<file path="config.mk">
export PLATFORM = sky130hd
export DESIGN_NAME = pmem_arbiter_rr_flat
export DESIGN_NICKNAME = d
export VERILOG_FILES = /design/src/rtl/pmem_arbiter_rr_if.sv /design/src/rtl/pmem_arbiter_rr.sv /design/src/flat_wrapper.sv
export SDC_FILE = /design/constraint.sdc
export NUM_CORES = 1
export LEC_CHECK = 0
export BUFFER_PORTS_ARGS = -buffer_cell sky130_fd_sc_hd__buf_2
export CORE_AREA = 2 2 538 540
export DETAILED_ROUTE_END_ITERATION = 6
export DIE_AREA = 0 0 540 542
export PLACE_DENSITY = 0.3
export SKIP_LAST_GASP = 1
export SLEW_MARGIN = 25
export SYNTH_ARGS = -nofsm -noshare
export SYNTH_HDL_FRONTEND = slang
export SYNTH_SLANG_ARGS = --single-unit
</file>
<file path="constraint.sdc">
create_clock -name clk -period 1.38 [get_ports clk]
set_clock_uncertainty 0.2 [all_clocks]
set_input_delay 0.069 -clock clk [delete_from_list [all_inputs] [get_ports clk]]
set_output_delay 0.069 -clock clk [all_outputs]
set_load 0.005 [all_outputs]
</file>
<file path="src/rtl/pmem_arbiter_rr_if.sv">
// Channel-side and memory-side bundle for the physical-memory arbiter.
// Latency: none (wires only).
// Backpressure: none here; channels hold requests until their ch_resp pulse.
interface pmem_arbiter_rr_if #(
    parameter int NUM_CH = 2,
    parameter int ADDR_W = 32,
    parameter int LINE_W = 256
);
    localparam int IDX_W = $clog2(NUM_CH);

    // Cache-channel side
    logic [NUM_CH-1:0]        ch_read;
    logic [NUM_CH-1:0]        ch_write;
    logic [NUM_CH*ADDR_W-1:0] ch_addr;
    logic [NUM_CH*LINE_W-1:0] ch_wdata;
    logic [NUM_CH-1:0]        ch_resp;
    logic [LINE_W-1:0]        ch_rdata;

    // Physical-memory side
    logic                     mem_read;
    logic                     mem_write;
    logic [ADDR_W-1:0]        mem_addr;
    logic [LINE_W-1:0]        mem_wdata;
    logic                     mem_resp;
    logic [LINE_W-1:0]        mem_rdata;

    // Debug / performance visibility
    logic                     grant_valid;
    logic [IDX_W-1:0]         grant_idx;

    // Requesters and memory model drive this side
    modport master (
        output ch_read, ch_write, ch_addr, ch_wdata, mem_resp, mem_rdata,
        input  ch_resp, ch_rdata, mem_read, mem_write, mem_addr, mem_wdata,
        input  grant_valid, grant_idx
    );

    // The arbiter itself
    modport slave (
        input  ch_read, ch_write, ch_addr, ch_wdata, mem_resp, mem_rdata,
        output ch_resp, ch_rdata, mem_read, mem_write, mem_addr, mem_wdata,
        output grant_valid, grant_idx
    );
endinterface

</file>
<file path="src/rtl/pmem_arbiter_rr.sv">
// Round-robin arbiter of NUM_CH cache channels onto one physical memory port; PMEM_ARB_CH0_PRIORITY_EN gives ch0 absolute priority.
// Latency: request seen in IDLE at cycle t -> memory strobe at t+1; ch_resp is combinational from mem_resp.
// Backpressure: one transaction in flight; other channels hold their requests until granted and completed.
module pmem_arbiter_rr #(
    parameter int NUM_CH = 2,
    parameter int ADDR_W = 32,
    parameter int LINE_W = 256
) (
    input  logic clk,
    input  logic rst,
    pmem_arbiter_rr_if.slave bus
);
    localparam int IDX_W = $clog2(NUM_CH);

    typedef enum logic {IDLE, BUSY} state_e;

    state_e             state_q, state_d;
    logic [IDX_W-1:0]   last_grant_q, last_grant_d;
    logic [IDX_W-1:0]   grant_idx_q, grant_idx_d;
    logic               op_write_q, op_write_d;

    logic [NUM_CH-1:0]  req;
    logic [NUM_CH-1:0]  rr_req;
    logic [IDX_W-1:0]   sel;
    logic [IDX_W-1:0]   cand;
    logic               found;
    logic               move_last;
    logic               busy;

    // Pick the next owner: rotate from last_grant+1, first requester wins
    always_comb begin
        req       = bus.ch_read | bus.ch_write;
        rr_req    = req;
        sel       = '0;
        cand      = '0;
        found     = 1'b0;
        move_last = 1'b1;
`ifdef PMEM_ARB_CH0_PRIORITY_EN
        // ch0 is taken out of the rotation and overrides it below
        rr_req[0] = 1'b0;
`endif
        for (int off = 1; off <= NUM_CH; off++) begin
            cand = IDX_W'((int'(last_grant_q) + off) % NUM_CH);
            if (!found && rr_req[cand]) begin
                found = 1'b1;
                sel   = cand;
            end
        end
`ifdef PMEM_ARB_CH0_PRIORITY_EN
        // A ch0 grant leaves the rotation pointer where the others left it
        if (req[0]) begin
            found     = 1'b1;
            sel       = '0;
            move_last = 1'b0;
        end
`endif
    end

    // Next-state: grant from IDLE, release on mem_resp in BUSY
    always_comb begin
        state_d      = state_q;
        last_grant_d = last_grant_q;
        grant_idx_d  = grant_idx_q;
        op_write_d   = op_write_q;
        case (state_q)
            IDLE: begin
                if (found) begin
                    state_d     = BUSY;
                    grant_idx_d = sel;
                    // Read wins when a channel raises both
                    op_write_d  = !bus.ch_read[sel];
                    if (move_last) begin
                        last_grant_d = sel;
                    end
                end
            end
            BUSY: begin
                if (bus.mem_resp) begin
                    state_d = IDLE;
                end
            end
            default: state_d = IDLE;
        endcase
    end

    // State register; reset abandons any transaction in flight
    always_ff @(posedge clk or negedge rst) begin
        if (!rst) begin
            state_q      <= IDLE;
            last_grant_q <= IDX_W'(NUM_CH - 1);
            grant_idx_q  <= '0;
            op_write_q   <= 1'b0;
        end else begin
            state_q      <= state_d;
            last_grant_q <= last_grant_d;
            grant_idx_q  <= grant_idx_d;
            op_write_q   <= op_write_d;
        end
    end

    // Outputs follow the registered owner; strobes only while BUSY
    always_comb begin
        busy                  = (state_q == BUSY);
        bus.mem_read          = busy && !op_write_q;
        bus.mem_write         = busy && op_write_q;
        bus.mem_addr          = bus.ch_addr[int'(grant_idx_q)*ADDR_W +: ADDR_W];
        bus.mem_wdata         = bus.ch_wdata[int'(grant_idx_q)*LINE_W +: LINE_W];
        bus.ch_rdata          = bus.mem_rdata;
        bus.grant_valid       = busy;
        bus.grant_idx         = grant_idx_q;
        bus.ch_resp           = '0;
        if (busy && bus.mem_resp) begin
            bus.ch_resp[grant_idx_q] = 1'b1;
        end
    end
endmodule

</file>
<file path="src/flat_wrapper.sv">
// flat-port wrapper written by rule: the top's interface ports become plain ports
module pmem_arbiter_rr_flat 
#(
    parameter int NUM_CH = 2,
    parameter int ADDR_W = 32,
    parameter int LINE_W = 256
)
  (clk, rst, bus_ch_read, bus_ch_write, bus_ch_addr, bus_ch_wdata, bus_mem_resp, bus_mem_rdata, bus_ch_resp, bus_ch_rdata, bus_mem_read, bus_mem_write, bus_mem_addr, bus_mem_wdata, bus_grant_valid, bus_grant_idx);
  pmem_arbiter_rr_if #(.NUM_CH(NUM_CH), .ADDR_W(ADDR_W), .LINE_W(LINE_W)) bus_i ();
  input  logic clk;
  input  logic rst;
  input wire logic [$bits(bus_i.ch_read)-1:0] bus_ch_read;
  input wire logic [$bits(bus_i.ch_write)-1:0] bus_ch_write;
  input wire logic [$bits(bus_i.ch_addr)-1:0] bus_ch_addr;
  input wire logic [$bits(bus_i.ch_wdata)-1:0] bus_ch_wdata;
  input wire logic [$bits(bus_i.mem_resp)-1:0] bus_mem_resp;
  input wire logic [$bits(bus_i.mem_rdata)-1:0] bus_mem_rdata;
  output wire logic [$bits(bus_i.ch_resp)-1:0] bus_ch_resp;
  output wire logic [$bits(bus_i.ch_rdata)-1:0] bus_ch_rdata;
  output wire logic [$bits(bus_i.mem_read)-1:0] bus_mem_read;
  output wire logic [$bits(bus_i.mem_write)-1:0] bus_mem_write;
  output wire logic [$bits(bus_i.mem_addr)-1:0] bus_mem_addr;
  output wire logic [$bits(bus_i.mem_wdata)-1:0] bus_mem_wdata;
  output wire logic [$bits(bus_i.grant_valid)-1:0] bus_grant_valid;
  output wire logic [$bits(bus_i.grant_idx)-1:0] bus_grant_idx;
  assign bus_i.ch_read = bus_ch_read;
  assign bus_i.ch_write = bus_ch_write;
  assign bus_i.ch_addr = bus_ch_addr;
  assign bus_i.ch_wdata = bus_ch_wdata;
  assign bus_i.mem_resp = bus_mem_resp;
  assign bus_i.mem_rdata = bus_mem_rdata;
  assign bus_ch_resp = bus_i.ch_resp;
  assign bus_ch_rdata = bus_i.ch_rdata;
  assign bus_mem_read = bus_i.mem_read;
  assign bus_mem_write = bus_i.mem_write;
  assign bus_mem_addr = bus_i.mem_addr;
  assign bus_mem_wdata = bus_i.mem_wdata;
  assign bus_grant_valid = bus_i.grant_valid;
  assign bus_grant_idx = bus_i.grant_idx;
  pmem_arbiter_rr #(.NUM_CH(NUM_CH), .ADDR_W(ADDR_W), .LINE_W(LINE_W)) u_core (.clk(clk), .rst(rst), .bus(bus_i));
endmodule
</file>
Yosys cells after proc, flatten, opt, wreduce, memory -nomap -nowiden
Index checks and enable logic that the tools add are counted.
{ "totals": {"reg_bits": 4, "inputBits": 839, "out_inout_bits": 550, "elab_cells": 40} }
{ "op_classes": {"n_addsub": 2, "n_lt_le_gt_ge": 5, "n_shift": 2, "n_mux": 16, "n_bitwise": 2, "n_reduce_logical": 9} }
{ "ops": {"columns": ["op", "n"], "rows": [
  ["$shiftx A512 B10 Y256", 1],
  ["$shiftx A64 B7 Y32", 1],
  ["$mux W1", 13],
  ["$lt A1 B2 Y1 const B", 4],
  ["$logic_and A1 B1 Y1", 5],
  ["$logic_not A1 Y1", 3],
  ["$add A1 B1 Y1 const B", 2],
  ["$mux W2", 1],
  ["$or A2 B2 Y2", 1],
  ["$pmux W1 S2", 1],
  ["$reduce_and A2 Y1", 1],
  ["$demux W1 S1", 1],
  ["$ge A1 B1 Y1 const B", 1],
  ["$not A1 Y1", 1]
]} }

Depth between registers and ports, before layout
Gate-level depths: netlist (run 1).
{ "depth": {"depth_word": 10, "ltp_mapped": 3, "ltp_nobuf": 3} }

Worst setup path before layout (run 1)
OpenSTA, ideal clock, no wires.
{ "synth_path": {"kind": "reg2out", "startpoint": "register u_core.grant_idx_q (netlist: u_core.bus.grant_idx)", "endpoint": "output bus_mem_addr[0]", "arrival_time_ns": 1.086, "required_time_ns": 1.111, "setup_slack_ns": 0.025, "path_stages_with_launch": 4, "n_path_buf": 2, "cell_sequence": "dfrtp_1 buf_6 clkbuf_8 mux2_2"} }
{ "synth_via": {"elab_chain_len": 1} }
{ "synth_rtl": {"columns": ["element", "line_no", "rtl"], "rows": [
  ["start: declaration", "pmem_arbiter_rr.sv:19", "logic [IDX_W-1:0] grant_idx_q, grant_idx_d;"],
  ["start signal: assignment", "pmem_arbiter_rr.sv:96", "grant_idx_q <= grant_idx_d;"],
  ["$shiftx A64 B7 Y32", "pmem_arbiter_rr.sv:106", "bus.mem_addr = bus.ch_addr[int'(grant_idx_q)*ADDR_W +: ADDR_W];"],
  ["end: declaration", "flat_wrapper.sv:22", "output wire logic [$bits(bus_i.mem_addr)-1:0] bus_mem_addr;"]
]} }
No other way between the ends.

Final worst setup path (run 1)
{ "layout_path": {"startpoint": "register u_core.grant_idx_q (netlist: u_core.bus.grant_idx)", "endpoint": "output bus_mem_wdata[139]"} }
{ "layout_via": {"elab_chain_len": 1} }
{ "layout_rtl": {"columns": ["element", "line_no", "rtl"], "rows": [
  ["$shiftx A512 B10 Y256", "pmem_arbiter_rr.sv:107", "bus.mem_wdata = bus.ch_wdata[int'(grant_idx_q)*LINE_W +: LINE_W];"],
  ["end: declaration", "flat_wrapper.sv:23", "output wire logic [$bits(bus_i.mem_wdata)-1:0] bus_mem_wdata;"]
]} }
No other way between the ends.

==> results of run 1 <==
==> path summary, 6_finish.rpt <==
| path | from | end | slack [ns] |
|---|---|---|---|
| max | u_core.bus.grant_idx | bus_mem_wdata[139] | -0.73 |
| min reg2reg | u_core.last_grant_q | u_core.last_grant_q | 0.36 |
| min in group asynchronous | rst | u_core.bus.grant_idx | 0.13 |
| max in group asynchronous | rst | u_core.last_grant_q | 0.59 |
| min | bus_ch_write[1] | u_core.last_grant_q | 0.008 |
| max reg2reg | u_core.bus.grant_idx | u_core.bus.grant_idx | -0.27 |
==> cell usage in the layout (no fill, tap or decap) <==
cell,n
sky130_fd_sc_hd__nand2_1,2
sky130_fd_sc_hd__buf_6,66
sky130_fd_sc_hd__nand3_1,2
sky130_fd_sc_hd__mux2_2,276
sky130_fd_sc_hd__nor2_1,6
sky130_fd_sc_hd__o32a_1,1
sky130_fd_sc_hd__dfrtp_4,1
sky130_fd_sc_hd__dfstp_2,1
sky130_fd_sc_hd__clkbuf_1,1
sky130_fd_sc_hd__clkbuf_16,15
sky130_fd_sc_hd__o31ai_1,1
sky130_fd_sc_hd__and2_1,1
sky130_fd_sc_hd__buf_12,11
sky130_fd_sc_hd__dfrtp_1,2
sky130_fd_sc_hd__buf_16,6
sky130_fd_sc_hd__nor2b_1,3
sky130_fd_sc_hd__mux2i_1,1
sky130_fd_sc_hd__buf_8,11
sky130_fd_sc_hd__and3_1,1
sky130_fd_sc_hd__o21ai_0,3
sky130_fd_sc_hd__buf_4,32
sky130_fd_sc_hd__nor4_1,1
sky130_fd_sc_hd__diode_2,112
sky130_fd_sc_hd__buf_2,795
sky130_fd_sc_hd__mux2_4,12
sky130_fd_sc_hd__dlygate4sd3_1,261
sky130_fd_sc_hd__clkbuf_4,5
==> logic make-up after synthesis <==
kind of cell           share of synthesized area [%]
multiplexers                                    55.9
buffers and inverters                           40.5
AND/OR/NAND/NOR                                 1.33
AO/OA/AOI/OAI                                  0.559
flip-flops                                      1.74
==> routing by layer <==
metal | vias up | global-route usage (%) | share of wire (%) | routed length (µm)
met3 | 685 | 9.35 | 16 | 32500
met4 | 216 | 3.63 | 4.2 | 8470
met5 | - | 0 | 0.72 | 1450
met2 | 1529 | 19.7 | 42 | 85400
met1 | 4586 | 13.8 | 37 | 74300
li1 | 3821 | - | - | -
==> power breakdown <==
| group | switching, mW | internal [mW] | total [mW] |
|---|---|---|---|
| Sequential | 0.0349 | 0.157 | 0.192 |
| Clock | 0.173 | 0.390 | 0.563 |
| Combinational | 7.04 | 6.09 | 13.1 |
| Total | 7.25 | 6.64 | 13.9 |
==> flip-flops by register name, indices dropped and copies added (netlist names) <==
register and count:
u_core.bus.grant_idx 1, u_core.bus.grant_valid 1, u_core.last_grant_q 1, u_core.op_write_q 1
==> per-stage QoR <==
step	setup slack (ns)	std cells	util (%)
after global routing	-0.733	5365	5.91
after CTS	-0.728	5274	5.47
after detailed placement	-0.443	5008	4.53
after floorplan	0.0249	603	-
after global placement	-0.445	5008	4.53
final	-0.732	5410	5.95
==> critical path, delay by kind of cell, from the launching register on <==
family | cells | cell delay [ns]
muxes | 1 | 0.29
DFF | 1 | 0.49
buffers and inverters | 4 | 0.69
==> layout make-up <==
| cell class | instances | share of cell area, % |
|---|---|---|
| tap | 3781 | 27.7 |
| antenna | 112 | 1.64 |
| multi-input combinational | 310 | 20.0 |
| clock buffer | 4 | 0.462 |
| timing repair buffer | 1199 | 49.6 |
| sequential | 4 | 0.616 |
==> timing repair <==
| item | CTS | global route |
|---|---|---|
| hold buffers | 261 | 0 |
| gates resized for setup | 4 | 244 |
| endpoints found under the hold margin | 263 | 0 |
| buffers inserted | 1 | 6 |
| setup endpoints to repair | 293 | 295 |
| cloned | 0 | 18 |
==> metrics.log, run 1 <==
INFO  metric final_report_max_slew_violation_count = 0
INFO  metric area_after_dpl = 13000 µm²
INFO  metric cts_tree = yes
INFO  metric cts_inserted_buffers = 3
INFO  metric post-synth-top-count-cell = sky130_fd_sc_hd__mux2_2
INFO  metric synth_cell_types = 18
INFO  metric outcome = finished, violations left
INFO  metric post-route-worst-setup-slack = -0.732 ns
INFO  metric synth_top_area_cell = sky130_fd_sc_hd__mux2_2
INFO  metric floorplan.initialDensity = 2.03%
INFO  metric total_wire_length = 202 mm
INFO  metric worst_path_max_delay_cell = sky130_fd_sc_hd__dfrtp_4
INFO  metric cell_occurring_most_often_along_the_worst_timing_path = sky130_fd_sc_hd__buf_12
INFO  metric gr-usage-all-layers = 12.8%
INFO  metric endpoints_failing_setup = 294
INFO  metric power_per_cell_area = 814 nW/µm²
INFO  metric chipHeight = 542 µm
INFO  metric synth_seq_area_share = 1.74%
INFO  metric cts-root-buf = sky130_fd_sc_hd__clkbuf_16
INFO  metric drc_errors = 0
INFO  metric failed_checks = setup timing
INFO  metric synth.cell_area = 5820 µm²
INFO  metric htree_num_levels = 1
INFO  metric crit_path_end_kind = output port
INFO  metric maxCapViolCount = 0
INFO  metric tritoncts_num_sinks = 4
INFO  metric synth-edff-count = 0
INFO  metric yosys-top-cells-count = 288 x sky130_fd_sc_hd__mux2_2, 256 x sky130_fd_sc_hd__buf_4, 29 x sky130_fd_sc_hd__clkbuf_8, 6 x sky130_fd_sc_hd__nor2_1
INFO  metric final_min_period_over_clock_period = 153%
INFO  metric power.ir.vdd_worst = 318 µV
INFO  metric chipWidth = 540 µm
INFO  metric antenna_found_initial = 381
INFO  metric synth_largest_type_area_fraction = 55.7%
INFO  metric core = 287000 µm²
INFO  metric nFillCells = 34000
INFO  metric hold_depth = 3
INFO  metric timing.critical_path.fanout_max = 11
INFO  metric overflow = 0
INFO  metric grt_max_degree = 31
INFO  metric start_kind = register
INFO  metric final.min_clock_period = 2.11 ns
INFO  metric critPathArrivalTime = 1.84 ns
INFO  metric drt_first_pass_iters = 6
INFO  metric ios = 1389
INFO  metric drtIter0Drc = 533
INFO  metric fp.dieArea = 293000 µm²
INFO  metric clock_latency = 0.26 ns
INFO  metric vias_per_cell = 2.00
INFO  metric synthCells = 603
INFO  metric finalSetupTns = -183.95 ns
INFO  metric drive_above_1_share = 81.1%
INFO  metric max_freq = 473 MHz
INFO  metric clockBufferDepth = 2
INFO  metric vias = 10800
INFO  metric ys_ff_latch = 4
INFO  metric design_area = 17100 µm²
INFO  metric synth.avg_cell_area = 9.66 µm²
INFO  metric power_leakage = 6.55 nW
INFO  metric clock_pin_transition_on_the_worst_setup_and_hold_timing_paths = 0.05 ns
INFO  metric synthesis.nets = 1442
INFO  metric finalHoldViolCount = 0
INFO  metric placement_rows = 197
INFO  metric synthToLayoutAreaGrowth = 193%
INFO  metric crit_chain = buf_12 > buf_16 > buf_12 > mux2_2 > buf_2
INFO  metric multi_input_comb_area = 3410 µm²
INFO  metric sequential_cell_area = 105 µm²
INFO  metric power.total = 13.9 mW
INFO  metric worst-r2r-cell-count = 4
INFO  metric grt_pass1_vias = 9470
INFO  metric min_path_type = input pin to register
INFO  metric yosys_warning_count = 0
INFO  metric place.port_buffers = 876
INFO  metric layout.nets = 2357
INFO  metric grt_setup_unrepaired = yes
INFO  metric slew_headroom = 69.8%
INFO  metric routedWlPerCell = 37.4 µm
INFO  metric crit_type = register to output port
INFO  metric ant_nets = 0
INFO  metric actual_slew_at_the_worst_max_slew_pin = 0.449 ns
INFO  metric synthArstFlopShare = 100%
INFO  metric synth_area_leaders = sky130_fd_sc_hd__mux2_2 56%, sky130_fd_sc_hd__buf_4 33%, sky130_fd_sc_hd__clkbuf_8 6.9%
INFO  metric critical_path_required = 1.11 ns
INFO  metric fin_worst_hold_slack = 0.00751 ns
INFO  metric dominantRegCellSynth = sky130_fd_sc_hd__dfrtp_1
INFO  metric grt_pass1_wl = 216 mm
INFO  metric gpl.final_weighted_congestion = 0.919
INFO  metric dp_hpwl = 191 mm
INFO  metric critical_path.max_stage_delay = 0.49 ns
Power figures use the tool's default switching activity.
==> inputs of run 2 (changes only) <==
- MAX_ROUTING_LAYER: default -> met4
==> run 2 against run 1 <==
  * The flow still finishes with violations (setup timing)
  * Cell area fell by 5.1%
  * Register-to-register slack better by 0.08 ns
  * Wire length fell by 2.7%
  * Clock power down 1%
  * Power is 15% lower
  * Final cell count rose by 0.72%
  * Sequential share of layout area hardly changed
  * Via count decreased by 4.6%
  * Core utilization fell by 0.30 points
  * Combinational power shrank 15%
  * Maximum frequency is 2.2% higher
  * Worst setup slack better by 0.046 ns
  * Largest cell class unchanged
==> metrics.log, run 2 (synthesized netlist as in run 1, its figures left out) <==
INFO  metric outcome = finished, violations left
INFO  metric failed_checks = setup timing
INFO  metric final.min_clock_period = 2.07 ns
INFO  metric placement_rows = 197
INFO  metric drc_errors = 0
INFO  metric worst_path_max_delay_cell = sky130_fd_sc_hd__dfrtp_4
INFO  metric layout.cells.most_common = sky130_fd_sc_hd__buf_2
INFO  metric reg2reg_to = u_core.bus.grant_idx
INFO  metric final_util = 5.64%
INFO  metric floorplan.initialDensity = 2.03%
INFO  metric post-route-worst-setup-slack = -0.686 ns
INFO  metric layout.nets = 2335
INFO  metric synthToLayoutAreaGrowth = 178%
INFO  metric crit_type = register to output port
INFO  metric drive_above_1_share = 80.9%
INFO  metric core = 287000 µm²
INFO  metric gr-usage-all-layers = 13.2%
INFO  metric max_freq = 484 MHz
INFO  metric cts_tree = yes
INFO  metric drt_first_pass_iters = 5
INFO  metric chipWidth = 540 µm
INFO  metric place.port_buffers = 876
INFO  metric worst-r2r-cell-count = 3
INFO  metric critPathArrivalTime = 1.80 ns
INFO  metric tritoncts_num_sinks = 4
INFO  metric power_per_cell_area = 730 nW/µm²
INFO  metric critical_path_required = 1.11 ns
INFO  metric clock_pin_transition_on_the_worst_setup_and_hold_timing_paths = 0.05 ns
INFO  metric gpl.final_weighted_congestion = 0.938
INFO  metric vias_per_cell = 1.90
INFO  metric grt_pass1_vias = 9433
INFO  metric crit_chain = buf_12 > buf_12 > mux2_2 > buf_2
INFO  metric cell_occurring_most_often_along_the_worst_timing_path = sky130_fd_sc_hd__buf_12
INFO  metric slew_headroom = 70.0%
INFO  metric total_wire_length = 197 mm
INFO  metric grt_setup_unrepaired = yes
INFO  metric critical_path.max_stage_delay = 0.49 ns
INFO  metric endpoints_failing_setup = 294
INFO  metric fp.dieArea = 293000 µm²
INFO  metric timing.critical_path.max_delay_family = buffers and inverters
INFO  metric crit_start = u_core.bus.grant_idx
INFO  metric final_report_max_slew_violation_count = 0
INFO  metric final_min_period_over_clock_period = 150%
INFO  metric p_seq_share = 1.8%
INFO  metric finalSetupTns = -175.13 ns
INFO  metric actual_slew_at_the_worst_max_slew_pin = 0.449 ns
INFO  metric power.ir.vdd_worst = 373 µV
INFO  metric maxCapViolCount = 0
INFO  metric worstSetupEndpoint = bus_mem_wdata[140]
INFO  metric overflow = 0
INFO  metric crit_path_end_kind = output port
INFO  metric p_sw_share = 55.1%
INFO  metric ant_nets = 0
INFO  metric cts_inserted_buffers = 3
INFO  metric htree_num_levels = 1
INFO  metric grt_pass1_wl = 217 mm
INFO  metric p_switching = 6.51 mW
INFO  metric dp_slack = -0.443 ns
INFO  metric clockBufferDepth = 2
INFO  metric ios = 1389
INFO  metric vias = 10300
INFO  metric clock_latency = 0.26 ns
INFO  metric timing.critical_path.fanout_max = 20
INFO  metric clockPowerShare = 4.7%
INFO  metric power_leakage = 6.09 nW
INFO  metric antenna_found_initial = 381
INFO  metric crit_buf_inv = 3
INFO  metric r2r-start = u_core.bus.grant_idx
INFO  metric min_path_type = input pin to register
INFO  metric drtIter0Drc = 552
INFO  metric finalHoldViolCount = 0
INFO  metric dp_hpwl = 191 mm
INFO  metric grt_max_degree = 31
INFO  metric p_int = 5.31 mW
INFO  metric crit_cells = 4
INFO  metric start_kind = register
INFO  metric ff2ff_setup_slack = -0.19 ns
INFO  metric power_share_of_the_combinational_group = 93.5%
INFO  metric routedWlPerCell = 36.1 µm
INFO  metric cts-root-buf = sky130_fd_sc_hd__clkbuf_16
INFO  metric layout.cells.most_common_list = 870 x sky130_fd_sc_hd__buf_2, 288 x sky130_fd_sc_hd__mux2_2, 261 x sky130_fd_sc_hd__dlygate4sd3_1
INFO  metric fin_worst_hold_slack = 0.00590 ns
INFO  metric chipHeight = 542 µm
[run 2: area by class of cell]
cell class	instances	area (µm²)
antenna	173	433
clock buffer	4	78.8
fill	34100	271000
multi-input combinational	310	3360
sequential	4	105
tap	3781	4730
timing repair buffer	1177	7480
[run 2: worst register-to-register path: stages, from the launching register on]
cell	delay [ns]
sky130_fd_sc_hd__dfrtp_4	0.54
sky130_fd_sc_hd__buf_16	0.20
sky130_fd_sc_hd__buf_4	0.20
sky130_fd_sc_hd__o32a_1	0.27
[run 2: how the worst min path moves through the flow]
stage	cells past startpoint	startpoint	to	slack (ns)
floorplan	0	rst	u_core.bus.grant_idx	-0.43
global placement	1	rst	u_core.bus.grant_idx	-0.23
detailed placement	1	rst	u_core.bus.grant_idx	-0.23
CTS	3	bus_ch_write[1]	u_core.last_grant_q	-0.008
global route	4	bus_ch_read[0]	u_core.op_write_q	0.03
finish	3	bus_ch_write[1]	u_core.last_grant_q	0.006
[run 2: through the flow]
| stage | instance area (µm²) | cells | power, mW |
|---|---|---|---|
| detailed placement | 13000 | 5008 | 10.2 |
| floorplan | 5820 | 603 | 4.63 |
| finish | 16200 | 5449 | 11.8 |
| global placement | 13000 | 5008 | 10.2 |
| CTS | 15700 | 5274 | 12.0 |
| global route | 16200 | 5447 | 12.5 |
[run 2: per-layer routing]
| layer | track usage, % | routed length (µm) | vias up |
|---|---|---|---|
| met4 | 3.36 | 7270 | 0 |
| met3 | 9.39 | 34100 | 451 |
| met5 | - | 0 | - |
| met1 | 13.8 | 72100 | 4526 |
| li1 | - | - | 3876 |
| met2 | 19.8 | 83200 | 1482 |
[run 2: power by group through the flow]
stage	clock network [mW]	logic [mW]	registers (mW)
CTS	0.578	11.3	0.206
finish	0.556	11.1	0.208
global route	0.571	11.7	0.211
detailed placement	0	10.0	0.203
floorplan	0	4.45	0.178
global placement	0	9.96	0.202
[run 2: timing repair]
action / in CTS / in global routing
setup buffers: 1 / 1
endpoints found under the hold margin: 263 / 0
hold buffers: 261 / 0
setup endpoints to repair: 293 / 295
cloned: 0 / 1
resized for setup: 4 / 9
==> inputs of run 3 (changes only) <==
- RECOVER_POWER: default -> 25
==> run 3 against run 2 <==
  * The run still ends with setup timing left
  * Sequential share of layout area about the same
  * First-iteration DRC count unchanged
  * Via count unchanged
  * Wire length is the same
  * Non-clock buffer count unchanged
  * Worst setup slack unchanged
  * Maximum frequency unchanged
  * Largest power group unchanged
==> metrics.log, run 3 (synthesized netlist as in run 1, its figures left out) <==
INFO  metric worstHoldEndpoint = u_core.last_grant_q
INFO  metric antenna_found_initial = 381
INFO  metric htree_num_levels = 1
INFO  metric final.min_clock_period = 2.07 ns
INFO  metric worst_path_max_delay_cell = sky130_fd_sc_hd__dfrtp_4
INFO  metric dp_slack = -0.443 ns
INFO  metric gpl.final_weighted_congestion = 0.938
INFO  metric power.total = 11.8 mW
INFO  metric dp_hpwl = 191 mm
INFO  metric fin_worst_hold_slack = 0.00590 ns
INFO  metric tritoncts_num_sinks = 4
INFO  metric drive_above_1_share = 80.8%
INFO  metric power.ir.vdd_worst = 373 µV
INFO  metric hold_depth = 3
INFO  metric overflow = 0
INFO  metric total_wire_length = 197 mm
INFO  metric final_report_max_slew_violation_count = 0
INFO  metric ios = 1389
INFO  metric cts_tree = yes
INFO  metric vias_per_cell = 1.90
INFO  metric drc_errors = 0
INFO  metric final_min_period_over_clock_period = 150%
INFO  metric crit_type = register to output port
INFO  metric chipWidth = 540 µm
INFO  metric cts-root-buf = sky130_fd_sc_hd__clkbuf_16
INFO  metric layout.nets = 2335
INFO  metric clockBufferDepth = 2
INFO  metric layout.cells.most_common_list = 869 x sky130_fd_sc_hd__buf_2, 288 x sky130_fd_sc_hd__mux2_2, 261 x sky130_fd_sc_hd__dlygate4sd3_1
INFO  metric grt_max_degree = 31
INFO  metric finalSetupTns = -175.13 ns
INFO  metric start_kind = register
INFO  metric slew_headroom = 65.4%
INFO  metric ant_nets = 0
INFO  metric gr-usage-all-layers = 13.2%
INFO  metric max_freq = 484 MHz
INFO  metric nFillCells = 34100
INFO  metric fp.dieArea = 293000 µm²
INFO  metric hold_path_startpoint = bus_ch_write[1]
INFO  metric min_path_type = input pin to register
INFO  metric routedWlPerCell = 36.1 µm
INFO  metric drtIter0Drc = 552
INFO  metric core = 287000 µm²
INFO  metric worst-r2r-cell-count = 3
INFO  metric ff2ff_setup_slack = -0.19 ns
INFO  metric grt_pass1_wl = 217 mm
INFO  metric reg2reg_to = u_core.bus.grant_idx
INFO  metric critPathArrivalTime = 1.80 ns
INFO  metric r2r-start = u_core.bus.grant_idx
INFO  metric failed_checks = setup timing
INFO  metric actual_slew_at_the_worst_max_slew_pin = 0.519 ns
INFO  metric vias = 10300
INFO  metric cts_inserted_buffers = 3
INFO  metric floorplan.initialDensity = 2.03%
INFO  metric power_leakage = 6.08 nW
INFO  metric crit_start = u_core.bus.grant_idx
INFO  metric synthToLayoutAreaGrowth = 178%
INFO  metric finalHoldViolCount = 0
INFO  metric critical_path_required = 1.11 ns
INFO  metric drt_first_pass_iters = 5
INFO  metric clock_latency = 0.26 ns
INFO  metric maxCapViolCount = 0
INFO  metric power_per_cell_area = 730 nW/µm²
INFO  metric crit_path_end_kind = output port
INFO  metric place.port_buffers = 876
INFO  metric crit_chain = buf_12 > buf_12 > mux2_2 > buf_2
INFO  metric critical_path.max_stage_delay = 0.49 ns
INFO  metric grt_setup_unrepaired = yes
INFO  metric final_util = 5.64%
INFO  metric placement_rows = 197
INFO  metric grt_pass1_vias = 9433
INFO  metric endpoints_failing_setup = 294
INFO  metric layout.cells.most_common = sky130_fd_sc_hd__buf_2
INFO  metric outcome = finished, violations left
INFO  metric post-route-worst-setup-slack = -0.686 ns
INFO  metric clock_pin_transition_on_the_worst_setup_and_hold_timing_paths = 0.05 ns
INFO  metric cell_occurring_most_often_along_the_worst_timing_path = sky130_fd_sc_hd__buf_12
INFO  metric timing.critical_path.fanout_max = 20
INFO  metric chipHeight = 542 µm
## run 3: worst max-delay path: cells and delay by family (launching register included)
kind,cells,cell delay [ns]
mux,1,0.38
flops,1,0.49
buf+inv,3,0.56
## run 3: metrics by stage
stage               cells  instance area (µm²)
global placement     5008                13000
CTS                  5274                15700
detailed placement   5008                13000
floorplan             603                 5820
global route         5447                16200
finish               5449                16200
## run 3: worst max-delay path by stage
stage                                     to  slack [ns]  cells past startpoint
final                     bus_mem_wdata[140]       -0.69                      4
after global routing      bus_mem_wdata[152]       -0.74                      4
after CTS                  bus_mem_wdata[52]       -0.73                      4
after detailed placement   bus_mem_wdata[52]       -0.44                      4
after global placement      bus_mem_wdata[9]       -0.44                      4
after floorplan              bus_mem_addr[0]        0.02                      3
## run 3: power by group
part / internal [mW] / switching (mW)
Sequential: 0.157 / 0.0515
Combinational: 4.77 / 6.29
Clock: 0.389 / 0.167
## run 3: routing by layer
layer / GRT usage, % / wire [µm] / vias to the layer above
met1: 13.8 / 72100 / 4526
li1: - / - / 3876
met4: 3.36 / 7270 / 0
met2: 19.8 / 83200 / 1482
met5: - / 0 / -
met3: 9.39 / 34100 / 451
## run 3: area by class of cell
class | instances | area, µm² | area share, %
diodes | 173 | 433 | 2.67
clock buffers | 4 | 78.8 | 0.487
repair buffers | 1177 | 7480 | 46.2
multi-input cells | 310 | 3360 | 20.8
flip-flops and latches | 4 | 105 | 0.649
well taps | 3781 | 4730 | 29.2
## run 3: timing repair
action | 4_1_cts | 5_1_grt
pin swaps | 0 | 0
hold endpoints to repair | 263 | 0
resized for setup | 4 | 9
setup endpoints to repair | 293 | 295
setup buffers | 1 | 1
cloned | 0 | 1
hold buffers | 261 | 0
